`src/rtl/uart_tx_fifo_if.sv`:
```
// Producer-side bus of the buffered UART transmitter: byte push plus FIFO status and serial line.
interface uart_tx_fifo_if #(
  parameter int FIFO_AW = 3
) ();
  logic               wr_en;
  logic [7:0]         wr_data;
  logic               full;
  logic [FIFO_AW:0]   count;
  logic               overflow;
  logic               busy;
  logic               tx;

  modport master (
    output wr_en, wr_data,
    input  full, count, overflow, busy, tx
  );

  modport slave (
    input  wr_en, wr_data,
    output full, count, overflow, busy, tx
  );
endinterface

```
`src/rtl/uart_tx_fifo.sv`:
```
// Buffered 8N1 UART transmitter: bytes pushed into a small FIFO are serialised back-to-back
// on tx with an internal baud divider.
module uart_tx_fifo #(
  parameter int CLK_DIV = 5208,
  parameter int FIFO_AW = 3
) (
  input  logic           clk,
  input  logic           rst,
  uart_tx_fifo_if.slave  bus
);
  localparam int DEPTH = 1 << FIFO_AW;
  localparam int BW    = $clog2(CLK_DIV);
  localparam logic [BW-1:0]    DIV_M1  = BW'(CLK_DIV - 1);
  localparam logic [FIFO_AW:0] DEPTH_C = (FIFO_AW+1)'(DEPTH);

  typedef enum logic [1:0] {S_IDLE, S_START, S_DATA, S_STOP} state_t;

  logic [7:0]       mem_q [DEPTH];
  logic [FIFO_AW:0] wr_ptr_q, wr_ptr_d;
  logic [FIFO_AW:0] rd_ptr_q, rd_ptr_d;
  logic             overflow_q;
  state_t           state_q;
  logic [BW-1:0]    baud_q;
  logic [2:0]       bit_q;
  logic [7:0]       shift_q;
  logic             tx_q;

  logic [FIFO_AW:0] count_w;
  logic             full_w;
  logic             baud_zero_w;
  logic             push_w;
  logic             pop_w;
  logic [7:0]       head_w;

  // full is judged on the registered pointers, so a pop in the same cycle cannot make room.
  always_comb begin
    count_w     = wr_ptr_q - rd_ptr_q;
    full_w      = (count_w == DEPTH_C);
    baud_zero_w = (baud_q == '0);
    push_w      = bus.wr_en && !full_w;
    pop_w       = (count_w != '0) &&
                  ((state_q == S_IDLE) || ((state_q == S_STOP) && baud_zero_w));
    head_w      = mem_q[rd_ptr_q[FIFO_AW-1:0]];
    wr_ptr_d    = push_w ? wr_ptr_q + 1'b1 : wr_ptr_q;
    rd_ptr_d    = pop_w  ? rd_ptr_q + 1'b1 : rd_ptr_q;
  end

  always_ff @(posedge clk) begin
    if (push_w) begin
      mem_q[wr_ptr_q[FIFO_AW-1:0]] <= bus.wr_data;
    end
  end

  always_ff @(posedge clk) begin
    if (rst) begin
      wr_ptr_q   <= '0;
      rd_ptr_q   <= '0;
      overflow_q <= 1'b0;
    end else begin
      wr_ptr_q <= wr_ptr_d;
      rd_ptr_q <= rd_ptr_d;
      if (bus.wr_en && full_w) begin
        overflow_q <= 1'b1;
      end
    end
  end

  always_ff @(posedge clk) begin
    if (rst) begin
      state_q <= S_IDLE;
      baud_q  <= '0;
      bit_q   <= '0;
      shift_q <= '0;
      tx_q    <= 1'b1;
    end else begin
      case (state_q)
        S_IDLE: begin
          tx_q <= 1'b1;
          if (pop_w) begin
            shift_q <= head_w;
            baud_q  <= DIV_M1;
            tx_q    <= 1'b0;
            state_q <= S_START;
          end
        end
        S_START: begin
          if (baud_zero_w) begin
            tx_q    <= shift_q[0];
            shift_q <= {1'b0, shift_q[7:1]};
            baud_q  <= DIV_M1;
            bit_q   <= '0;
            state_q <= S_DATA;
          end else begin
            baud_q <= baud_q - 1'b1;
          end
        end
        S_DATA: begin
          if (baud_zero_w) begin
            baud_q <= DIV_M1;
            if (bit_q == 3'd7) begin
              tx_q    <= 1'b1;
              state_q <= S_STOP;
            end else begin
              tx_q    <= shift_q[0];
              shift_q <= {1'b0, shift_q[7:1]};
              bit_q   <= bit_q + 3'd1;
            end
          end else begin
            baud_q <= baud_q - 1'b1;
          end
        end
        S_STOP: begin
          if (baud_zero_w) begin
            // Chain straight into the next start bit when more data is waiting.
            if (pop_w) begin
              shift_q <= head_w;
              baud_q  <= DIV_M1;
              tx_q    <= 1'b0;
              state_q <= S_START;
            end else begin
              tx_q    <= 1'b1;
              state_q <= S_IDLE;
            end
          end else begin
            baud_q <= baud_q - 1'b1;
          end
        end
        default: begin
          tx_q    <= 1'b1;
          state_q <= S_IDLE;
        end
      endcase
    end
  end

  assign bus.full     = full_w;
  assign bus.count    = count_w;
  assign bus.overflow = overflow_q;
  assign bus.busy     = (state_q != S_IDLE) || (count_w != '0);
  assign bus.tx       = tx_q;
endmodule

```
`src/flat_wrapper.sv`:
```
// flat-port wrapper written by rule: the top's interface ports become plain ports
module uart_tx_fifo_flat 
#(
  parameter int CLK_DIV = 5208,
  parameter int FIFO_AW = 3
)
  (clk, rst, bus_wr_en, bus_wr_data, bus_full, bus_count, bus_overflow, bus_busy, bus_tx);
  uart_tx_fifo_if #(.FIFO_AW(FIFO_AW)) bus_i ();
  input  logic clk;
  input  logic rst;
  input wire logic [$bits(bus_i.wr_en)-1:0] bus_wr_en;
  input wire logic [$bits(bus_i.wr_data)-1:0] bus_wr_data;
  output wire logic [$bits(bus_i.full)-1:0] bus_full;
  output wire logic [$bits(bus_i.count)-1:0] bus_count;
  output wire logic [$bits(bus_i.overflow)-1:0] bus_overflow;
  output wire logic [$bits(bus_i.busy)-1:0] bus_busy;
  output wire logic [$bits(bus_i.tx)-1:0] bus_tx;
  assign bus_i.wr_en = bus_wr_en;
  assign bus_i.wr_data = bus_wr_data;
  assign bus_full = bus_i.full;
  assign bus_count = bus_i.count;
  assign bus_overflow = bus_i.overflow;
  assign bus_busy = bus_i.busy;
  assign bus_tx = bus_i.tx;
  uart_tx_fifo #(.CLK_DIV(CLK_DIV), .FIFO_AW(FIFO_AW)) u_core (.clk(clk), .rst(rst), .bus(bus_i));
endmodule
```
`config.mk`:
```
export PLATFORM = sky130hd
export DESIGN_NAME = uart_tx_fifo_flat
export DESIGN_NICKNAME = d
export VERILOG_FILES = /design/src/rtl/uart_tx_fifo_if.sv /design/src/rtl/uart_tx_fifo.sv /design/src/flat_wrapper.sv
export SDC_FILE = /design/constraint.sdc
export NUM_CORES = 1
export LEC_CHECK = 0
export ABC_AREA = 1
export ABC_CLOCK_PERIOD_IN_PS = 5800
export CAP_MARGIN = 20
export CORE_MARGIN = 5
export CORE_UTILIZATION = 56
export CTS_CLUSTER_SIZE = 20
export DETAILED_ROUTE_END_ITERATION = 10
export PLACE_DENSITY = 0.78
export SETUP_SLACK_MARGIN = 0.3
export SYNTH_ARGS = -nofsm -noshare
export SYNTH_HDL_FRONTEND = slang
export SYNTH_SLANG_ARGS = --single-unit
export TNS_END_PERCENT = 50
```
`constraint.sdc`:
```
create_clock -name clk -period 5.8 [get_ports clk]
set_input_delay 1.74 -clock clk [delete_from_list [all_inputs] [get_ports clk]]
set_output_delay 1.74 -clock clk [all_outputs]
set_load 0.01 [all_outputs]
```
==> summary.md, run 1 <==
| Metric | Value |
|---|---|
| Worst path cell trace | `inv_1 > ha_1 > inv_1 > fa_1 > or2_0 > nor2_1 > nand3_1 > nor2_1 > inv_1 > clkdlybuf4s50_1` |
| Combinational share of power | `0.478` |
| Max incr delay on CP | `about 0.48 ns` |
| Drt wl/cell | `approximately 15 um` |
| Setup crit end kind | `primary output` |
| Hold path startpoint | `u_core.bus.overflow` |
| GRT overflow | `0` |
| Count of state elements after synthesis | `approximately 100` |
| Worst hold-check path type | `register to register` |
| Maxcap violations | `0` |
| Initial antenna violation count | `0` |
| VDD IR max | `0.282 mV` |
| Slew headroom | `0.365` |
| Syn. warnings | `0` |
| Clock Path Buffers | `2` |
| Die ar. | `between 10000 and 15000 um^2` |
| Die outline height | `approximately 100 um` |
| Crit path kind | `register to primary output` |
| Ranking of synthesized cells by area | `edfxtp_1 39%, dfxtp_1 16%, nand2_1 9.8%, nand3_1 5.1%, inv_1 4.3%` |
| Slew @ Worst Pin | `about 0.95 ns` |
| Power Density | `around 500 nW/um^2` |
| Vias per cell | `approximately 5.3` |
| # IOs | `19` |
| Post-route ant nets | `0` |
| Initial detailed-routing violation count | `approximately 190` |
| Largest net degree at the start of global routing | `48` |
| Final Net Count | `~580` |
| Port bufs | `18` |
| Fin. max-slew vios | `0` |
| # DRC | `0` |
| Final wirelength | `between 9000 and 10000 um` |
| Flop pwr share | `0.364` |
| Mapped Area | `a little under 5000 um^2` |
| Slowest cell on crit path | `clkdlybuf4s50_1` |
| Critical path fanouts, max | `4` |
| Worst Skew | `approximately 0.017 ns` |
| Cell mode on critical path | `inv_1` |
| Post-Synth Simple-Gate Area | `0.235` |
| Worst setup margin | `around 1.2 ns` |
| Starting Density | `0.569` |
| Fmax | `between 0.2 and 0.25 GHz` |
| Fin util | `0.614` |
| Post-DP HPWL | `between 6000 and 7000 um` |
| Core outline area | `8680 um^2` |
| Vias in the first global route | `roughly 3.4k` |
| Gate Count Post-Synth | `roughly 540` |
| Synth Area in Compound Gates | `0.0945` |
| GPL Wtd Cong | `about 0.81` |
| CTS tree | `done` |
| Diode count | `0` |
| Final period util | `0.800` |
| Commonest non-fill, non-tap cell in the layout | `nand2_1` |
| Final hold vios | `0` |
| Arrival time worst endpoint | `approximately 2.9 ns` |
| Status | `finished, final reports clean` |
| Sw frac | `0.433` |
| Overall power | `approximately 2700 uW` |
| Largest family of logic cells by synthesized area | `simple AND/OR/NAND/NOR gates` |
| Post-synth top area share | `0.389` |
| Final setup TNS | `0 ns` |
| Hold-fix buffers, CTS | `0` |
| PostCTS Resize Cnt | `0` |
| Clock latency on the worst-skew pair | `~0.37 ns` |
| Final setup violation count | `0` |
| Worst EP required | `roughly 4.1 ns` |
| CP Launch Type | `register` |
| Post-synth top area cell | `edfxtp_1` |
| Reg2reg start | `u_core.rd_ptr_q[0]` |
| Seq/Total Area, Yosys | `0.547` |
| Most frequent cells in the layout | `129 x nand2_1, 64 x edfxtp_1, 57 x inv_1, 52 x nor2_1, 50 x nand3_1` |
| Sink Count | `about 100` |
| Num CTS Buffers | `9` |
| P_leak | `~0.0021 uW` |
| Yosys cell types | `36` |
| Die W | `104 um` |
| Design area | `about 5300 um^2` |
| Post-CTS Setup Inserts | `0` |
| Post-Synth XOR/XNOR Area | `0.0160` |
| H-tree depth | `3` |
| GRT Total Usage | `0.180` |
| Multiplexer share of the synthesized area | `0` |
| Layout cells sized above 1 | `0.103` |
| Adder-cell share of the synthesized area | `0.0370` |
| Rows | `34` |
| DRT Pass-1 Iters | `5` |
| Via count | `3568` |
| Syn_area_per_cell | `approximately 9 um^2` |
| Fill count | `~760` |
| Clk slew on worst S/H paths | `0.10 ns` |
| Dpl ws | `roughly 1.6 ns` |
| Crit. Startpoint | `u_core.wr_ptr_q[0]` |
| Root buf cell | `clkbuf_8` |
| Final Critical Period | `around 4.6 ns` |
| Post-Place Cell Area | `around 5100 um^2` |
| Psw | `about 1200 uW` |
| Unrepaired setup endpoints after global routing | `no` |
| Area delta synth->final | `7.93%` |
| Internal power | `roughly 1500 uW` |
| First-pass GRT wire length | `about 16000 um` |
| Clock power frac | `0.158` |
| Syn nets | `between 500 and 600` |
## Yosys cell counts (all sizes together)
cell	n
dfxtp	39
ha	13
or2	8
edfxtp	64
o21ai	36
clkinv	1
o211ai	3
xor2	6
fa	1
nand2	135
clkbuf	6
nand3b	1
buf	12
a21oi	38
nor3	6
a31oi	1
inv	59
nand3	51
nor2	59
xnor2	3
and2	2
## area by class of cell
type | count | area (um^2) | share of cell area
Clock inverter | 6 | 57.6 | 0.0108
Multi-Input combinational cell | 363 | 1890 | 0.354
Timing Repair Buffer | 20 | 195 | 0.0366
Sequential cell | 103 | 2700 | 0.507
Clock buffer | 10 | 128 | 0.0239
Tap cell | 108 | 135 | 0.0254
Inverter | 60 | 225 | 0.0423
## final timing paths
path | end | slack, ns | depth (start not counted)
worst max-delay path | bus_busy | 1.16 | 10
worst min-delay path | u_core.bus.overflow | 0.47 | 2
worst max register to register | u_core.mem_q[0][6] | 2.86 | 10
worst min register to register | u_core.bus.overflow | 0.47 | 2
## cells by family after synthesis
group	Yosys count
AO/OA/AOI/OAI	78
adder cells (fa/ha/maj)	14
XOR/XNOR	9
AND/OR/NAND/NOR	262
buffers and inverters	78
flip-flops	103
## layer usage
metal  GRT usage  up-vias  part of all wire
li1            -     1814                 -
met1       0.246     1676              0.46
met2       0.298       69              0.49
met3      0.0292        9             0.034
met4      0.0537        0            0.0083
met5           0        -                 0
## sequential cells by signal, indices dropped and copies added (netlist names), named ones only
register / flops
u_core.wr_ptr_q: 4
u_core.bit_q: 3
u_core.bus.tx: 1
u_core.mem_q: 64
u_core.baud_q: 13
u_core.shift_q: 8
u_core.rd_ptr_q: 4
u_core.state_q: 2
u_core.bus.overflow: 1
## metrics by stage
| step | hold WS (ns) | instances |
|---|---|---|
| after global routing | 0.493 | 670 |
| final | 0.473 | 670 |
| after detailed placement | 0.455 | 654 |
| after CTS | 0.473 | 670 |
| after floorplan | 0.442 | 544 |
| after global placement | 0.442 | 653 |
## critical path: cells and delay by family, from the launching register on
kind	cells	cell delay, ns
fa+ha+maj	2	0.63
simple gates	4	0.79
buf+inv	4	0.73
flops	1	0.39
## power groups by stage
stage	Clock (uW)	Sequential (uW)	Combinational, uW
floorplan	0	972	1070
global placement	0	996	1240
detailed placement	0	1000	1280
CTS	435	986	1300
global route	463	999	1460
finish	429	988	1290
No activity file was read; power rests on OpenSTA's default activity.
==> run 2: changes to the inputs <==
- ABC_CLOCK_PERIOD_IN_PS: 5800 -> 3740
- CORE_UTILIZATION: 56 -> 55
- PLACE_DENSITY: 0.78 -> 0.8
- clock period: 5.8 -> 3.74 ns (I/O delays scaled with it)
==> run 2 against run 1 <==
  * Core utilization rose by 1.3 points
  * First-iteration DRC count rose by 49%
  * Flip-flop and latch count did not move
  * Die area rose by 1.6%
  * Non-clock buffer count rose by 15
  * Global-route usage rose by 0.74 points
  * Critical path depth did not move
  * Cell area rose by 2.6%
  * Via count rose by 3.4%
  * Largest power group unchanged
==> summary.md, run 2 (synthesis gave the netlist of run 1 again) <==
| Metric | Value |
|---|---|
| Hold Path Depth | `2 (unchanged)` |
| Status | `finished, final reports clean` |
| Crit path kind | `register to primary output` |
| Hold-fix buffers, CTS | `0 (unchanged)` |
| Unrepaired setup endpoints after global routing | `no` |
| Setup crit end kind | `primary output` |
| First-pass GRT wire length | `16700 um (+4.1%)` |
| Slowest cell on crit path | `fa_1` |
| Rows | `34 (unchanged)` |
| Root buf cell | `clkbuf_8` |
| Vias per cell | `5.39 (+1.2%)` |
| Starting Density | `0.566 (-0.00278)` |
| Largest net degree at the start of global routing | `48 (unchanged)` |
| H-tree depth | `3 (unchanged)` |
| Cell mode on critical path | `inv_2` |
| Fin. max-slew vios | `0 (unchanged)` |
| Worst Reg-to-Reg Cells | `15 (+5)` |
| Initial antenna violation count | `0 (unchanged)` |
| DRT Pass-1 Iters | `5 (unchanged)` |
| Final hold vios | `0 (unchanged)` |
| Clk slew on worst S/H paths | `0.10 ns (about the same)` |
| Diode count | `0 (unchanged)` |
| Worst EP required | `2.62 ns (-1.44 ns)` |
| Final period util | `0.896` |
| Clock Path Buffers | `2 (unchanged)` |
| Worst Skew | `0.0190 ns (+0.00187 ns)` |
| CTS tree | `done` |
| Clock latency on the worst-skew pair | `0.39 ns (+0.02 ns)` |
| Via count | `3691 (+3.4%)` |
| Post-route ant nets | `0 (unchanged)` |
| Max incr delay on CP | `0.46 ns (-0.02 ns)` |
| Fmax | `between 0.2 and 0.3 GHz` |
| Slew headroom | `0.500 (+0.135)` |
| CP Launch Type | `register` |
| GRT overflow | `0 (unchanged)` |
| Area delta synth->final | `10.8%` |
| Maxcap violations | `0 (unchanged)` |
| Vias in the first global route | `3609 (+5.9%)` |
| Post-DP HPWL | `6630 um (+3.6%)` |
| Commonest non-fill, non-tap cell in the layout | `nand2_1` |
| Design area | `5470 um^2 (+2.6%)` |
| Final Net Count | `597 (+2.6%)` |
| Initial detailed-routing violation count | `281 (+49%)` |
| Max FFs per register | `64 (unchanged)` |
| Port bufs | `18 (unchanged)` |
| WP depth | `10 (unchanged)` |
| Die ar. | `11000 um^2 (+1.6%)` |
| Layout cells sized above 1 | `0.144 (+0.0406)` |
| Final wirelength | `10100 um (+3.4%)` |
| Worst hold-check path type | `register to register` |
| Sink Count | `103 (unchanged)` |
| Num CTS Buffers | `9 (unchanged)` |
| GPL Wtd Cong | `0.836 (+2.9%)` |
| Core outline area | `8720 um^2 (+0.49%)` |
| Buffers & Inverters on Critical Path | `4 (unchanged)` |
| Die outline height | `105 um (+0.81%)` |
| # IOs | `19 (unchanged)` |
| Die W | `105 um (+0.81%)` |
| Drt wl/cell | `14.7 um (+1.1%)` |
| Final Critical Period | `between 3 and 4 ns` |
| Most frequent cells in the layout | `129 x nand2_1, 64 x edfxtp_1, 55 x inv_1, 50 x nor2_1, 49 x nand3_1` |
| Worst path cell trace | `inv_2 > ha_4 > inv_2 > fa_1 > or2_1 > nor2_2 > nand3_2 > nor2_4 > inv_1 > buf_2` |
| Dpl ws | `0.130 ns (-1.43 ns)` |
| Cell family contributing the most delay on the critical path | `simple AND/OR/NAND/NOR gates` |
| Critical path fanouts, max | `3 (-1)` |
| # DRC | `0 (unchanged)` |
| Power Density | `792 nW/um^2 (+56%)` |
| VDD IR max | `0.531 mV (+88%)` |
| P_leak | `0.00222 uW (+4.0%)` |
| Final setup violation count | `0 (unchanged)` |
| Slew @ Worst Pin | `0.750 ns (-0.200 ns)` |
| Worst setup margin | `0.389 ns (-0.770 ns)` |
| Arrival time worst endpoint | `2.23 ns (-0.67 ns)` |
| Final setup TNS | `0 ns (unchanged)` |
| GRT Total Usage | `0.188 (+0.00740)` |
| Post-Place Cell Area | `5220 um^2 (+1.5%)` |
-- run 2: layout make-up --
class	count	area [um^2]
fill	693	3250
sequential	103	2710
multi-input combinational	363	1910
timing repair buffer	35	298
inverter	60	225
tap	108	135
clock buffer	9	124
clock inverter	7	66.3
-- run 2: worst paths after layout --
kind / slack (ns) / to / start
max: 0.39 / bus_busy / u_core.wr_ptr_q[0]
min: 0.46 / u_core.bus.overflow / u_core.bus.overflow
max reg2reg: 1.08 / u_core.mem_q[6][4] / u_core.wr_ptr_q[0]
min reg2reg: 0.46 / u_core.bus.overflow / u_core.bus.overflow
-- run 2: where the power goes --
group / total [uW] / switching, uW / internal (uW)
clock: 691 / 428 / 264
sequential: 1510 / 110 / 1400
combinational: 2130 / 1350 / 786
total: 4330 / 1880 / 2450
-- run 2: timing repair --
item                                    CTS  global route
resized for setup                        13             6
endpoints found under the setup margin    2             3
pin swaps                                 5             4
buffers inserted                          5             0
-- run 2: routing by layer --
layer  up-vias  global-route usage  wire length, um
met5         -                   0                0
li1       1840                   -                -
met1      1724               0.240             4310
met2       110               0.311             4940
met4         0              0.0795              195
met3        17              0.0388              608
-- run 2: worst reg2reg max path, delay by kind of cell (launching register included) --
family,cells,cell delay [ns]
fa+ha+maj,2,0.50
buf+inv,6,0.61
flops,1,0.34
simple gates,7,0.95
-- run 2: metrics by stage --
| stage | power, uW | std cells | hold slack, ns | util |
|---|---|---|---|---|
| 6_report | 4330 | 685 | 0.461 | 0.627 |
| 5_1_grt | 4670 | 685 | 0.495 | 0.627 |
| 4_1_cts | 4320 | 685 | 0.464 | 0.626 |
| 3_5_place_dp | 3570 | 664 | 0.446 | 0.599 |
| 3_3_place_gp | 3490 | 664 | 0.441 | 0.599 |
| 2_1_floorplan | 3170 | 544 | 0.442 | - |
==> run 3: changes to the inputs <==
- ABC_CLOCK_PERIOD_IN_PS: 3740 -> 3500
- CORE_UTILIZATION: 55 -> 56
- PLACE_DENSITY: 0.8 -> 0.78
- clock period: 3.74 -> 3.5 ns (I/O delays scaled with it)
==> run 3 against run 2 <==
  * Non-clock buffer count is 2 lower
  * Cell area down 0.25%
  * Register-to-register slack lost 0.26 ns
  * Clock skew decreased by 0.0081 ns
  * Combinational power up 5%
  * Core utilization rose by 0.15 points
  * Via count is 1.1% lower
  * Hold slack gained 0.00066 ns
  * Critical endpoint unchanged
==> summary.md, run 3 (synthesis gave the netlist of run 1 again) <==
| Metric | Value |
|---|---|
| Status | `finished, final reports clean` |
| Clock latency on the worst-skew pair | `0.37 ns (-0.02 ns)` |
| Clk slew on worst S/H paths | `0.11 ns (about the same)` |
| Clock Path Buffers | `2 (unchanged)` |
| Power Density | `845 nW/um^2 (+6.8%)` |
| # IOs | `19 (unchanged)` |
| Num CTS Buffers | `9 (unchanged)` |
| Placed Instances | `663 (-0.15%)` |
| GRT overflow | `0 (unchanged)` |
| Vias in the first global route | `3560 (-1.4%)` |
| GRT Total Usage | `0.192 (+0.00377)` |
| Fin util | `0.629 (+0.00149)` |
| Initial detailed-routing violation count | `210 (-25%)` |
| Core outline area | `8680 um^2 (-0.49%)` |
| Die W | `104 um (-0.81%)` |
| H-tree depth | `3 (unchanged)` |
| Port bufs | `18 (unchanged)` |
| GPL Wtd Cong | `0.846 (+1.2%)` |
| CTS tree | `done` |
| Fin. max-slew vios | `0 (unchanged)` |
| Hold Path Depth | `2 (unchanged)` |
| Worst Skew | `0.0108 ns (-0.00812 ns)` |
| Critical path fanouts, max | `3 (unchanged)` |
| Unrepaired setup endpoints after global routing | `yes` |
| Slew @ Worst Pin | `0.772 ns (+0.0227 ns)` |
| Slew headroom | `0.483 (-0.0165)` |
| Final Critical Period | `3.28 ns` |
| Sink Count | `103 (unchanged)` |
| Maxcap violations | `0 (unchanged)` |
| CP Launch Type | `register` |
| Area delta synth->final | `10.5%` |
| Final hold vios | `0 (unchanged)` |
| Final wirelength | `10100 um (+0.92%)` |
| Worst hold-check path type | `register to register` |
| R2R Setup Slk | `0.82 ns (-0.26 ns)` |
| Hold path startpoint | `u_core.bus.overflow` |
| DRT Pass-1 Iters | `5 (unchanged)` |
| Vias per cell | `5.35 (-0.77%)` |
| Post-route ant nets | `0 (unchanged)` |
| P_leak | `0.00221 uW (-0.39%)` |
| Most frequent cells in the layout | `129 x nand2_1, 64 x edfxtp_1, 53 x inv_1, 50 x nor2_1, 49 x nand3_1` |
| Worst EP required | `2.45 ns (-0.17 ns)` |
| Starting Density | `0.569 (+0.00278)` |
| Layout cells sized above 1 | `0.146 (+0.00224)` |
| Rows | `34 (unchanged)` |
| Final period util | `0.936` |
| First-pass GRT wire length | `16900 um (+1.3%)` |
| Reg2reg start | `u_core.wr_ptr_q[0]` |
| # DRC | `0 (unchanged)` |
| Diode count | `0 (unchanged)` |
| Fmax | `0.305 GHz` |
| Reg2Reg Capture Point | `u_core.shift_q[0]` |
| Final Net Count | `595 (-0.34%)` |
| Worst Reg-to-Reg Cells | `14 (-1)` |
| Drt wl/cell | `14.9 um (+1.2%)` |
| Overall power | `4610 uW (+6.5%)` |
| Non-Filler Instances | `683 (-0.29%)` |
| Hold EP | `u_core.bus.overflow` |
| Crit path kind | `register to primary output` |
| Setup crit end kind | `primary output` |
| Initial antenna violation count | `0 (unchanged)` |
| Root buf cell | `clkbuf_8` |
| Post-DP HPWL | `6740 um (+1.7%)` |
| Die outline height | `104 um (-0.81%)` |
| Arrival time worst endpoint | `2.23 ns (about the same)` |
| Final setup violation count | `0 (unchanged)` |
| Largest net degree at the start of global routing | `47 (-2.1%)` |
| VDD IR max | `0.558 mV (+5.0%)` |
| Final setup TNS | `0 ns (unchanged)` |
| Die ar. | `10800 um^2 (-1.6%)` |
| Max FFs per register | `64 (unchanged)` |
| Via count | `3652 (-1.1%)` |
| Hold-fix buffers, CTS | `0 (unchanged)` |
| Commonest non-fill, non-tap cell in the layout | `nand2_1` |
## run 3: changes by cell type in the layout (fill, tap and decap cells not counted), sizes merged
cell	change
buf	-2
clkdlybuf4s50	-1
dlygate4sd2	+1
## run 3: worst max-delay path by stage
stage | from | to | slack [ns] | cells after the start
2_1_floorplan | u_core.wr_ptr_q[0] | bus_busy | 0.60 | 9
3_3_place_gp | u_core.wr_ptr_q[0] | bus_busy | 0.17 | 10
3_5_place_dp | u_core.wr_ptr_q[0] | bus_busy | 0.10 | 10
4_1_cts | u_core.wr_ptr_q[0] | bus_busy | 0.19 | 10
5_1_grt | u_core.wr_ptr_q[0] | bus_busy | 0.13 | 10
6_report | u_core.wr_ptr_q[0] | bus_busy | 0.22 | 10
## run 3: layer usage
metal | GRT usage | routed length [um] | part of all wire | vias up
met1 | 0.268 | 4590 | 0.45 | 1700
met5 | 0 | 0 | 0 | -
met3 | 0.0366 | 558 | 0.055 | 16
met2 | 0.298 | 4810 | 0.47 | 99
li1 | - | - | - | 1837
met4 | 0.0675 | 186 | 0.018 | 0
## run 3: worst max-delay path: stages (launching register included)
cell,delay (ns)
dfxtp_2,0.34
inv_2,0.08
ha_4,0.12
inv_2,0.04
fa_1,0.45
or2_1,0.25
nor2_2,0.15
nand3_2,0.15
nor2_4,0.13
inv_2,0.04
buf_6,0.11
## run 3: area by class of cell
class / count / area [um^2]
Clock inverter: 7 / 65.1
Clock buffer: 9 / 124
Timing Repair Buffer: 33 / 288
Tap cell: 108 / 135
Sequential cell: 103 / 2710
Multi-Input combinational cell: 363 / 1910
Fill cell: 709 / 3220
Inverter: 60 / 225
## run 3: repair_timing
action	in CTS	in global routing
setup endpoints to repair	3	4
cloned	0	0
pin swaps	5	5
buffers inserted	1	3
gates resized for setup	11	11
## run 3: per-stage QoR
step / cell area, um^2 / setup slack (ns) / hold WS, ns
after global routing: 5460 / 0.128 / 0.489
after CTS: 5410 / 0.192 / 0.468
after floorplan: 4940 / 0.597 / 0.442
after global placement: 5210 / 0.168 / 0.440
after detailed placement: 5210 / 0.102 / 0.451
final: 5460 / 0.223 / 0.462
## run 3: report_power, final
group,internal [uW],leakage [uW],switching [uW]
logic,839,0.00121,1400
clock network,281,0.000100,454
registers,1490,0.000902,142
total,2610,0.00221,2000
